--- src/rtl/stim_pkg.sv ---
// Shared definitions for the LCG stimulus generator: FSM states, generation
// modes and the LCG constants.
package stim_pkg;

    typedef enum logic [1:0] {
        ST_IDLE    = 2'd0,
        ST_FILL    = 2'd1,
        ST_PRESENT = 2'd2,
        ST_DONE    = 2'd3
    } stim_state_e;

    // Mode 3 is not listed on purpose: anything that is not INCR or WALK behaves as RANDOM.
    localparam logic [1:0] MODE_RANDOM = 2'd0;
    localparam logic [1:0] MODE_INCR   = 2'd1;
    localparam logic [1:0] MODE_WALK   = 2'd2;

    localparam logic [31:0] LCG_MULT = 32'h41C64E6D;
    localparam logic [31:0] LCG_INC  = 32'h0000_3039;

    function automatic int nwords(input int width);
        return (width + 31) / 32;
    endfunction

endpackage

--- src/rtl/lcg_step.sv ---
// Combinational next-state for the 32-bit generator state: +1 in INCR mode,
// otherwise one LCG step modulo 2^32.
module lcg_step
    import stim_pkg::*;
(
    input  logic [31:0] state_i,
    input  logic [1:0]  mode_i,
    output logic [31:0] next_o
);

    always_comb begin
        if (mode_i == MODE_INCR) begin
            next_o = state_i + 32'd1;
        end else begin
            next_o = state_i * LCG_MULT + LCG_INC;
        end
    end

endmodule

--- src/rtl/lcg_stim_gen.sv ---
// Stimulus vector generator: assembles OUT_W-bit vectors one 32-bit word per
// FILL cycle and presents them on a valid/ready port.
module lcg_stim_gen
    import stim_pkg::*;
#(
    parameter int          OUT_W        = 139,
    parameter int          CNT_W        = 16,
    parameter logic [31:0] SEED_DEFAULT = 32'd2430986565
) (
    input  logic             clk,
    input  logic             rst,
    input  logic             seed_load,
    input  logic [31:0]      seed_in,
    input  logic             start,
    input  logic [CNT_W-1:0] num_vec,
    input  logic [1:0]       mode,
    output logic [OUT_W-1:0] vec_out,
    output logic             vec_valid,
    input  logic             vec_ready,
    output logic [CNT_W-1:0] vec_idx,
    output logic             busy,
    output logic             done,
    output logic [1:0]       state_dbg
);

    localparam int NWORDS = nwords(OUT_W);
    localparam int WORD_W = (NWORDS > 1) ? $clog2(NWORDS) : 1;

    stim_state_e      state_q, state_d;
    logic [31:0]      lcg_q, lcg_d;
    logic [OUT_W-1:0] vec_q, vec_d;
    logic [CNT_W-1:0] idx_q, idx_d;
    logic [CNT_W-1:0] num_q, num_d;
    logic [1:0]       mode_q, mode_d;
    logic [WORD_W-1:0] word_q, word_d;

    logic [31:0]      lcg_next;
    logic [31:0]      word_sh;
    logic [31:0]      walk_pos;
    logic [OUT_W-1:0] word_mask;
    logic [OUT_W-1:0] word_data;
    logic [OUT_W-1:0] walk_vec;

    lcg_step u_lcg_step (
        .state_i (lcg_q),
        .mode_i  (mode_q),
        .next_o  (lcg_next)
    );

    // Place the fresh word at bit 32*word_q; shifts past OUT_W drop the excess bits.
    always_comb begin
        word_sh   = 32'(word_q) << 5;
        word_mask = ({OUT_W{1'b1}} << word_sh) & ~({OUT_W{1'b1}} << (word_sh + 32'd32));
        word_data = OUT_W'({{OUT_W{1'b0}}, lcg_next} << word_sh);
        walk_pos  = 32'(idx_q) % 32'(OUT_W);
        walk_vec  = OUT_W'(1) << walk_pos;
    end

    // Valid/ready: vec_valid is high only in PRESENT; vec_out and vec_idx hold
    // until a cycle with vec_valid && vec_ready, which is the single transfer.
    always_comb begin
        state_d = state_q;
        lcg_d   = lcg_q;
        vec_d   = vec_q;
        idx_d   = idx_q;
        num_d   = num_q;
        mode_d  = mode_q;
        word_d  = word_q;
        case (state_q)
            ST_IDLE: begin
                if (seed_load) begin
                    lcg_d = seed_in;
                end
                if (start) begin
                    num_d   = num_vec;
                    mode_d  = mode;
                    idx_d   = '0;
                    word_d  = '0;
                    state_d = (num_vec == '0) ? ST_DONE : ST_FILL;
                end
            end
            ST_FILL: begin
                if (mode_q == MODE_WALK) begin
                    vec_d = walk_vec;
                end else begin
                    lcg_d = lcg_next;
                    vec_d = (vec_q & ~word_mask) | (word_data & word_mask);
                end
                if (int'(word_q) == NWORDS - 1) begin
                    state_d = ST_PRESENT;
                end else begin
                    word_d = word_q + 1'b1;
                end
            end
            ST_PRESENT: begin
                if (vec_ready) begin
                    if (idx_q == num_q - 1'b1) begin
                        state_d = ST_DONE;
                    end else begin
                        idx_d   = idx_q + 1'b1;
                        word_d  = '0;
                        state_d = ST_FILL;
                    end
                end
            end
            ST_DONE: begin
                state_d = ST_IDLE;
            end
            default: begin
                state_d = ST_IDLE;
            end
        endcase
    end

    always_ff @(posedge clk) begin
        if (rst) begin
            state_q <= ST_IDLE;
            lcg_q   <= SEED_DEFAULT;
            vec_q   <= '0;
            idx_q   <= '0;
            num_q   <= '0;
            mode_q  <= MODE_RANDOM;
            word_q  <= '0;
        end else begin
            state_q <= state_d;
            lcg_q   <= lcg_d;
            vec_q   <= vec_d;
            idx_q   <= idx_d;
            num_q   <= num_d;
            mode_q  <= mode_d;
            word_q  <= word_d;
        end
    end

    assign vec_out   = vec_q;
    assign vec_idx   = idx_q;
    assign vec_valid = (state_q == ST_PRESENT);
    assign busy      = (state_q == ST_FILL) || (state_q == ST_PRESENT);
    assign done      = (state_q == ST_DONE);
    assign state_dbg = state_q;

endmodule
--- config.mk ---
export PLATFORM = sky130hd
export DESIGN_NAME = lcg_stim_gen
export DESIGN_NICKNAME = d
export VERILOG_FILES = /design/src/rtl/stim_pkg.sv /design/src/rtl/lcg_step.sv /design/src/rtl/lcg_stim_gen.sv
export SDC_FILE = /design/constraint.sdc
export NUM_CORES = 1
export LEC_CHECK = 0
export BUFFER_PORTS_ARGS = -buffer_cell sky130_fd_sc_hd__buf_4
export CAP_MARGIN = 20
export CORE_AREA = 2 2 190 267
export CTS_BUF_LIST = sky130_fd_sc_hd__clkbuf_8
export DETAILED_ROUTE_END_ITERATION = 8
export DIE_AREA = 0 0 192 269
export GPL_TIMING_DRIVEN = 1
export HOLD_SLACK_MARGIN = 0.05
export PLACE_DENSITY = 0.68
export REMOVE_ABC_BUFFERS = 1
export SLEW_MARGIN = 10
export SYNTH_ARGS = -nofsm -noshare
export SYNTH_HDL_FRONTEND = slang
export SYNTH_SLANG_ARGS = --single-unit
--- constraint.sdc ---
create_clock -name clk -period 19.6 [get_ports clk]
set_clock_uncertainty 0.05 [all_clocks]
set_input_delay 0.98 -clock clk [delete_from_list [all_inputs] [get_ports clk]]
set_output_delay 0.98 -clock clk [all_outputs]
set_load 0.02 [all_outputs]
==> results of run 1 <==
## final cells by class
class / instances / area [um^2]
Timing Repair Buffer: 259 / 1990
Clock inverter: 16 / 194
Multi-Input combinational cell: 2277 / 18100
Inverter: 408 / 1530
Sequential cell: 210 / 4200
Tap cell: 643 / 805
Clock buffer: 46 / 633
Fill cell: 4658 / 22000
Antenna cell: 2 / 5.00
## worst paths after layout
path,start,end,slack (ns)
worst max-delay path,vec_idx[11],register,5.24
worst min-delay path,num_q[1],num_q[1],0.43
worst max register to register,vec_idx[11],register,5.24
worst min register to register,num_q[1],num_q[1],0.43
## Yosys cell counts, drive strengths merged (11+ instances only)
master	n
or3	17
nor3	111
xor2	30
xnor2	135
dfxtp	210
clkbuf	109
a211oi	51
o211ai	27
nor2	288
a31oi	82
nand4	17
o21ai	192
o22ai	34
mux2i	27
a22oi	33
and2	21
and3	31
ha	216
nand2	198
fa	195
nand3	70
a211o	20
o221ai	29
a21o	11
a21oi	171
o31ai	11
nor4	32
a32oi	18
o21bai	24
inv	403
nor2b	12
o2111ai	16
buf	47
## kinds of logic after synthesis
group                    Yosys count
AND/OR/NAND/NOR                  840
AO/OA/AOI/OAI                    823
buffers and inverters            564
adder cells (fa/ha/maj)          412
flip-flops                       210
XOR/XNOR                         165
multiplexers                      37
## stage by stage
stage / util / cells
6_report: 0.555 / 3861
5_1_grt: 0.555 / 3860
4_1_cts: 0.554 / 3851
3_5_place_dp: 0.537 / 3789
3_3_place_gp: 0.536 / 3787
2_1_floorplan: - / 2895
## metal layers
metal,GRT usage,up-vias,routed length [um]
li1,-,11000,-
met5,0,-,12
met1,0.359,11700,31500
met2,0.658,1011,48400
met4,0.285,2,8470
met3,0.0626,368,5650
## worst max-delay path: cells and delay by family (launching register included)
kind / cells / cell delay [ns]
buffers and inverters: 2 / 0.56
DFF: 1 / 0.82
muxes: 2 / 0.86
adders and majority gates: 3 / 1.04
AOI/OAI and AO/OA: 20 / 6.02
xor gates and xnor gates: 2 / 0.58
and+or+nand+nor: 10 / 4.27
==> results.md, run 1 <==
* Required time of the critical path at 20.02 ns
* Die Area at 51600 um^2
* Period utilisation layout at 0.733
* 1st-iter DRT viols at 1877
* Fmax at 69.6 MHz
* Cell row count at 97
* Via count at 24000
* Initial antenna violation count at 3
* Area growth syn-to-layout at 12.4%
* Worst-skew pair later-pin latency at 0.59 ns
* Final Hold Fails at 0
* Complex-gate fraction of the synthesized area at 0.231
* EDFF count, synth at 0
* Setup_tns at 0 ns
* Status: complete, no violations
* Vias in the first global route at 24000
* CTS tree: built
* Most frequent cells in the layout: inv_1, nor2_1, buf_4
* Ys flop type: dfxtp_1
* Layout cells sized above 1 at 0.126
* Largest family of logic cells by synthesized area: adder cells
* Commonest non-fill, non-tap cell in the layout: inv_1
* Mux cell area share after synthesis at 0.0163
* Worst Hold Depth at 2
* Synth Instances at 3051
* Clock slew at reported path FFs at 0.07 ns
* GP Congestion at 1.00
* Cell variety after synth at 115
* Total congestion overflow at 0
* Syn. warnings at 0
* Post-route cell area at 27500 um^2
* Post-synth top area share at 0.172
* I/O pins at 215
* Worst hold slack at 0.432 ns
* Pins Over Slew Limit at 0
* Synth Cell Area at 24500 um^2
* PostCTS Resize Cnt at 0
* Tightest Pin Transition at 1.11 ns
* Worst path arrival time at 14.79 ns
* CP max FO at 21
* CTS Hold Bufs at 0
* CP Launch Type: register
* H-tree depth at 2
* Simple-gate share of the synthesized area at 0.162
* First-pass GRT wire length at 141000 um
* Largest net degree at the start of global routing at 88
* Sink Count at 210
* CTS Buffer Depth at 3
* Total CTS buffers at 35
* DRT Pass-1 Iters at 7
* Maxcap violations at 0
* Root Buffer: clkbuf_8
* Post-layout min period at 14.36 ns
* Synth Area in Adders at 0.271
* Postcts setup bufs at 0
* Nets at 3657
* Seq/Total Area, Yosys at 0.172
* # setup viols final at 0
* Largest area contributor in the netlist: dfxtp_1
* Antenna-violating nets left at 0
* RSZ-0062 raised after global routing: no
* Post-detail-place hpwl at 75700 um
* DIE WIDTH at 192 um
* Port Buffer Count at 214
* Syn avg cell area at 8.02 um^2
* Starting Density at 0.494
* GRT Total Usage at 0.360
* Routed wire length at 94100 um
* Rel. slew slack at 0.258
* CP endpoint kind: register
* Vias per cell at 6.23
* Die height at 269 um
* Dpl cell area at 26600 um^2
* PnR worst setup slack at 5.24 ns
* Ys async rst share at 0
* Slowest-stage cell, CP: dfxtp_1
* CP peak stage delay at 0.82 ns
* Routed WL per cell at 24.4 um
* Post-route DRC at 0
* Number of synthesized register bits at 210
* Post-Synth XOR/XNOR Area at 0.0594
* Core ar. at 49500 um^2
* Critical path type: register to register
* Reg2Reg Depth at 39
* Place WS at 5.07 ns
* Top post-synthesis cells by area: dfxtp_1, fa_1, ha_1
* Worst hold path type: register to register
Power of run 1 is left out: the tool's default activity adds up to more than one toggle a clock period on the data nets, which glitch-free logic cannot reach.
==> run 2, diff against run 1 <==
--- a/config.mk
+++ b/config.mk
@@ -5,15 +5,16 @@
 export SDC_FILE = /design/constraint.sdc
 export NUM_CORES = 1
 export LEC_CHECK = 0
+export ABC_AREA = 1
 export BUFFER_PORTS_ARGS = -buffer_cell sky130_fd_sc_hd__buf_4
 export CAP_MARGIN = 20
-export CORE_AREA = 2 2 190 267
+export CORE_AREA = 2 2 194 272
 export CTS_BUF_LIST = sky130_fd_sc_hd__clkbuf_8
 export DETAILED_ROUTE_END_ITERATION = 8
-export DIE_AREA = 0 0 192 269
+export DIE_AREA = 0 0 196 274
 export GPL_TIMING_DRIVEN = 1
 export HOLD_SLACK_MARGIN = 0.05
-export PLACE_DENSITY = 0.68
+export PLACE_DENSITY = 0.71
 export REMOVE_ABC_BUFFERS = 1
 export SLEW_MARGIN = 10
 export SYNTH_ARGS = -nofsm -noshare
==> constraint.sdc (replaced) <==
create_clock -name clk -period 12.49 [get_ports clk]
set_clock_uncertainty 0.05 [all_clocks]
set_input_delay 0.6245 -clock clk [delete_from_list [all_inputs] [get_ports clk]]
set_output_delay 0.6245 -clock clk [all_outputs]
set_load 0.02 [all_outputs]
==> run 2 against run 1 <==
Effect of this change:
- register-to-register slack got worse by 3.9 ns
- via count up 2.0%
- setup slack got worse by 3.9 ns
- count of clock-buffer cells in the layout decreased by 5
- critical path depth grew 30
- highest routed layer unchanged
- global-route usage down 3.0 points
- sequential cell count is the same
- design area increased by 1.7%
- sequential share of layout area fell by 0.26 points
- first-iteration DRC count shrank 12%
==> results.md, run 2 <==
* Status: complete, no violations
* Slowest-stage cell, CP: dfxtp_1
* Worst-skew pair later-pin latency at 0.58 ns
* Layout cells sized above 1 at 0.137
* Syn avg cell area at 7.06 um^2
* Critical path type: register to register
* Most frequent cells in the layout: nand2_1, inv_1, o21ai_0
* Tightest Pin Transition at 1.16 ns
* Fmax at 89.6 MHz
* CP endpoint kind: register
* Ys async rst share at 0
* Die Area at 53700 um^2
* First-pass GRT wire length at 136000 um
* Port Buffer Count at 214
* Required time of the critical path at 12.92 ns
* Nets at 4182
* DIE WIDTH at 196 um
* Crit path launch: vec_idx[11]
* Vias per cell at 5.57
* EDFF count, synth at 0
* Seq/Total Area, Yosys at 0.166
* Top post-synthesis cells by area: dfxtp_1, fa_1, ha_1
* Via count at 24500
* Commonest non-fill, non-tap cell in the layout: nand2_1
* Worst hold path type: input port to register
* H-tree depth at 2
* Top-count cell post-synth: nand2_1
* Cell variety after synth at 61
* Synth top cells by count: nand2_1, inv_1, o21ai_0
* Final Hold Fails at 0
* Number of synthesized register bits at 210
* Rel. slew slack at 0.215
* CTS tree: built
* Die height at 274 um
* Initial antenna violation count at 3
* Antenna-violating nets left at 0
* Pins Over Slew Limit at 0
* CTS Buffer Depth at 3
* Ys flop type: dfxtp_1
* Period utilisation layout at 0.894
* Routed wire length at 89400 um
* Clock slew at reported path FFs at 0.06 ns
* GP Congestion at 1.03
* DRT Pass-1 Iters at 9
* CP Launch Type: register
* Fillers at 5188
* Sink Count at 210
* Largest area contributor in the netlist: dfxtp_1
* Worst hold path startpoint: mode[0]
* 1st-iter DRT viols at 1652
* # setup viols final at 0
* CP max FO at 18
* CP peak stage delay at 0.62 ns
* Worst hold slack at 0.266 ns
* CTS Hold Bufs at 0
* Starting Density at 0.491
* Area growth syn-to-layout at 10.7%
* Routed WL per cell at 20.3 um
* Post-layout min period at 11.17 ns
* Cell row count at 99
* Worst r2r src: vec_idx[11]
* GRT Total Usage at 0.331
* Post-route DRC at 0
* Vias in the first global route at 24400
* Total congestion overflow at 0
* Syn. warnings at 0
* Root Buffer: clkbuf_8
* Maxcap violations at 0
* Post-detail-place hpwl at 70400 um
* Synth Cell Area at 25300 um^2
* Worst path arrival time at 11.60 ns
* I/O pins at 215
* Post-synth top area share at 0.166
* Core ar. at 51500 um^2
* RSZ-0062 raised after global routing: no
* Total CTS buffers at 36
* Synth Instances at 3580
* Largest net degree at the start of global routing at 65
* Cell mode on critical path: nand2_2
-- run 2: worst max-delay path, delay by kind of cell, from the launching register on --
| kind | cells | cell delay (ns) |
|---|---|---|
| compound gates | 6 | 1.50 |
| simple gates | 53 | 7.35 |
| buf+inv | 7 | 0.50 |
| xor+xnor | 1 | 0.62 |
| flops | 1 | 0.62 |
| fa+ha+maj | 2 | 0.37 |
-- run 2: final cells by class --
class / count / area, um^2 / area share
diodes: 2 / 5.00 / 0.000179
clock buffers: 41 / 564 / 0.0202
clock inverters: 22 / 155 / 0.00554
inverters: 667 / 2520 / 0.0900
multi-input cells: 2557 / 17800 / 0.637
flip-flops and latches: 210 / 4200 / 0.150
well taps: 656 / 821 / 0.0293
repair buffers: 244 / 1880 / 0.0673
-- run 2: path summary, 6_finish.rpt --
path | end | slack [ns] | cells past startpoint
worst max register to register | register | 1.32 | 69
worst min-delay path | mode_q[0] | 0.27 | 3
worst max-delay path | register | 1.32 | 69
worst min register to register | num_q[1] | 0.43 | 2
-- run 2: cell families after synthesis --
kind of cell / synth area share
xor gates and xnor gates: 0.0381
and+or+nand+nor: 0.268
AOI/OAI and AO/OA: 0.135
DFF: 0.166
buffers and inverters: 0.131
adders and majority gates: 0.261
-- run 2: routing by layer --
| layer | part of all wire | routed length [um] | GRT usage |
|---|---|---|---|
| met5 | 0.00015 | 13 | 0 |
| met4 | 0.090 | 8080 | 0.259 |
| met3 | 0.064 | 5690 | 0.0510 |
| met2 | 0.51 | 45500 | 0.606 |
| met1 | 0.34 | 30100 | 0.335 |
-- run 2: stage by stage --
stage                     setup WS [ns]  cell area [um^2]  setup TNS (ns)  cells   util
final                              1.32             28000               0   4399  0.543
after global routing              0.101             28000               0   4398  0.543
after CTS                          1.21             28000               0   4396  0.542
after detailed placement           1.27             27200               0   4333  0.528
after global placement             1.43             27200               0   4333  0.528
after floorplan                  -0.493             24500          -52.47   3434      -
-- run 2: timing repair --
item,4_1_cts,5_1_grt
gates resized for setup,0,3
setup buffers,0,0
endpoints found under the hold margin,0,0
endpoints found under the setup margin,0,32
Power of run 2 is left out for the same reason.
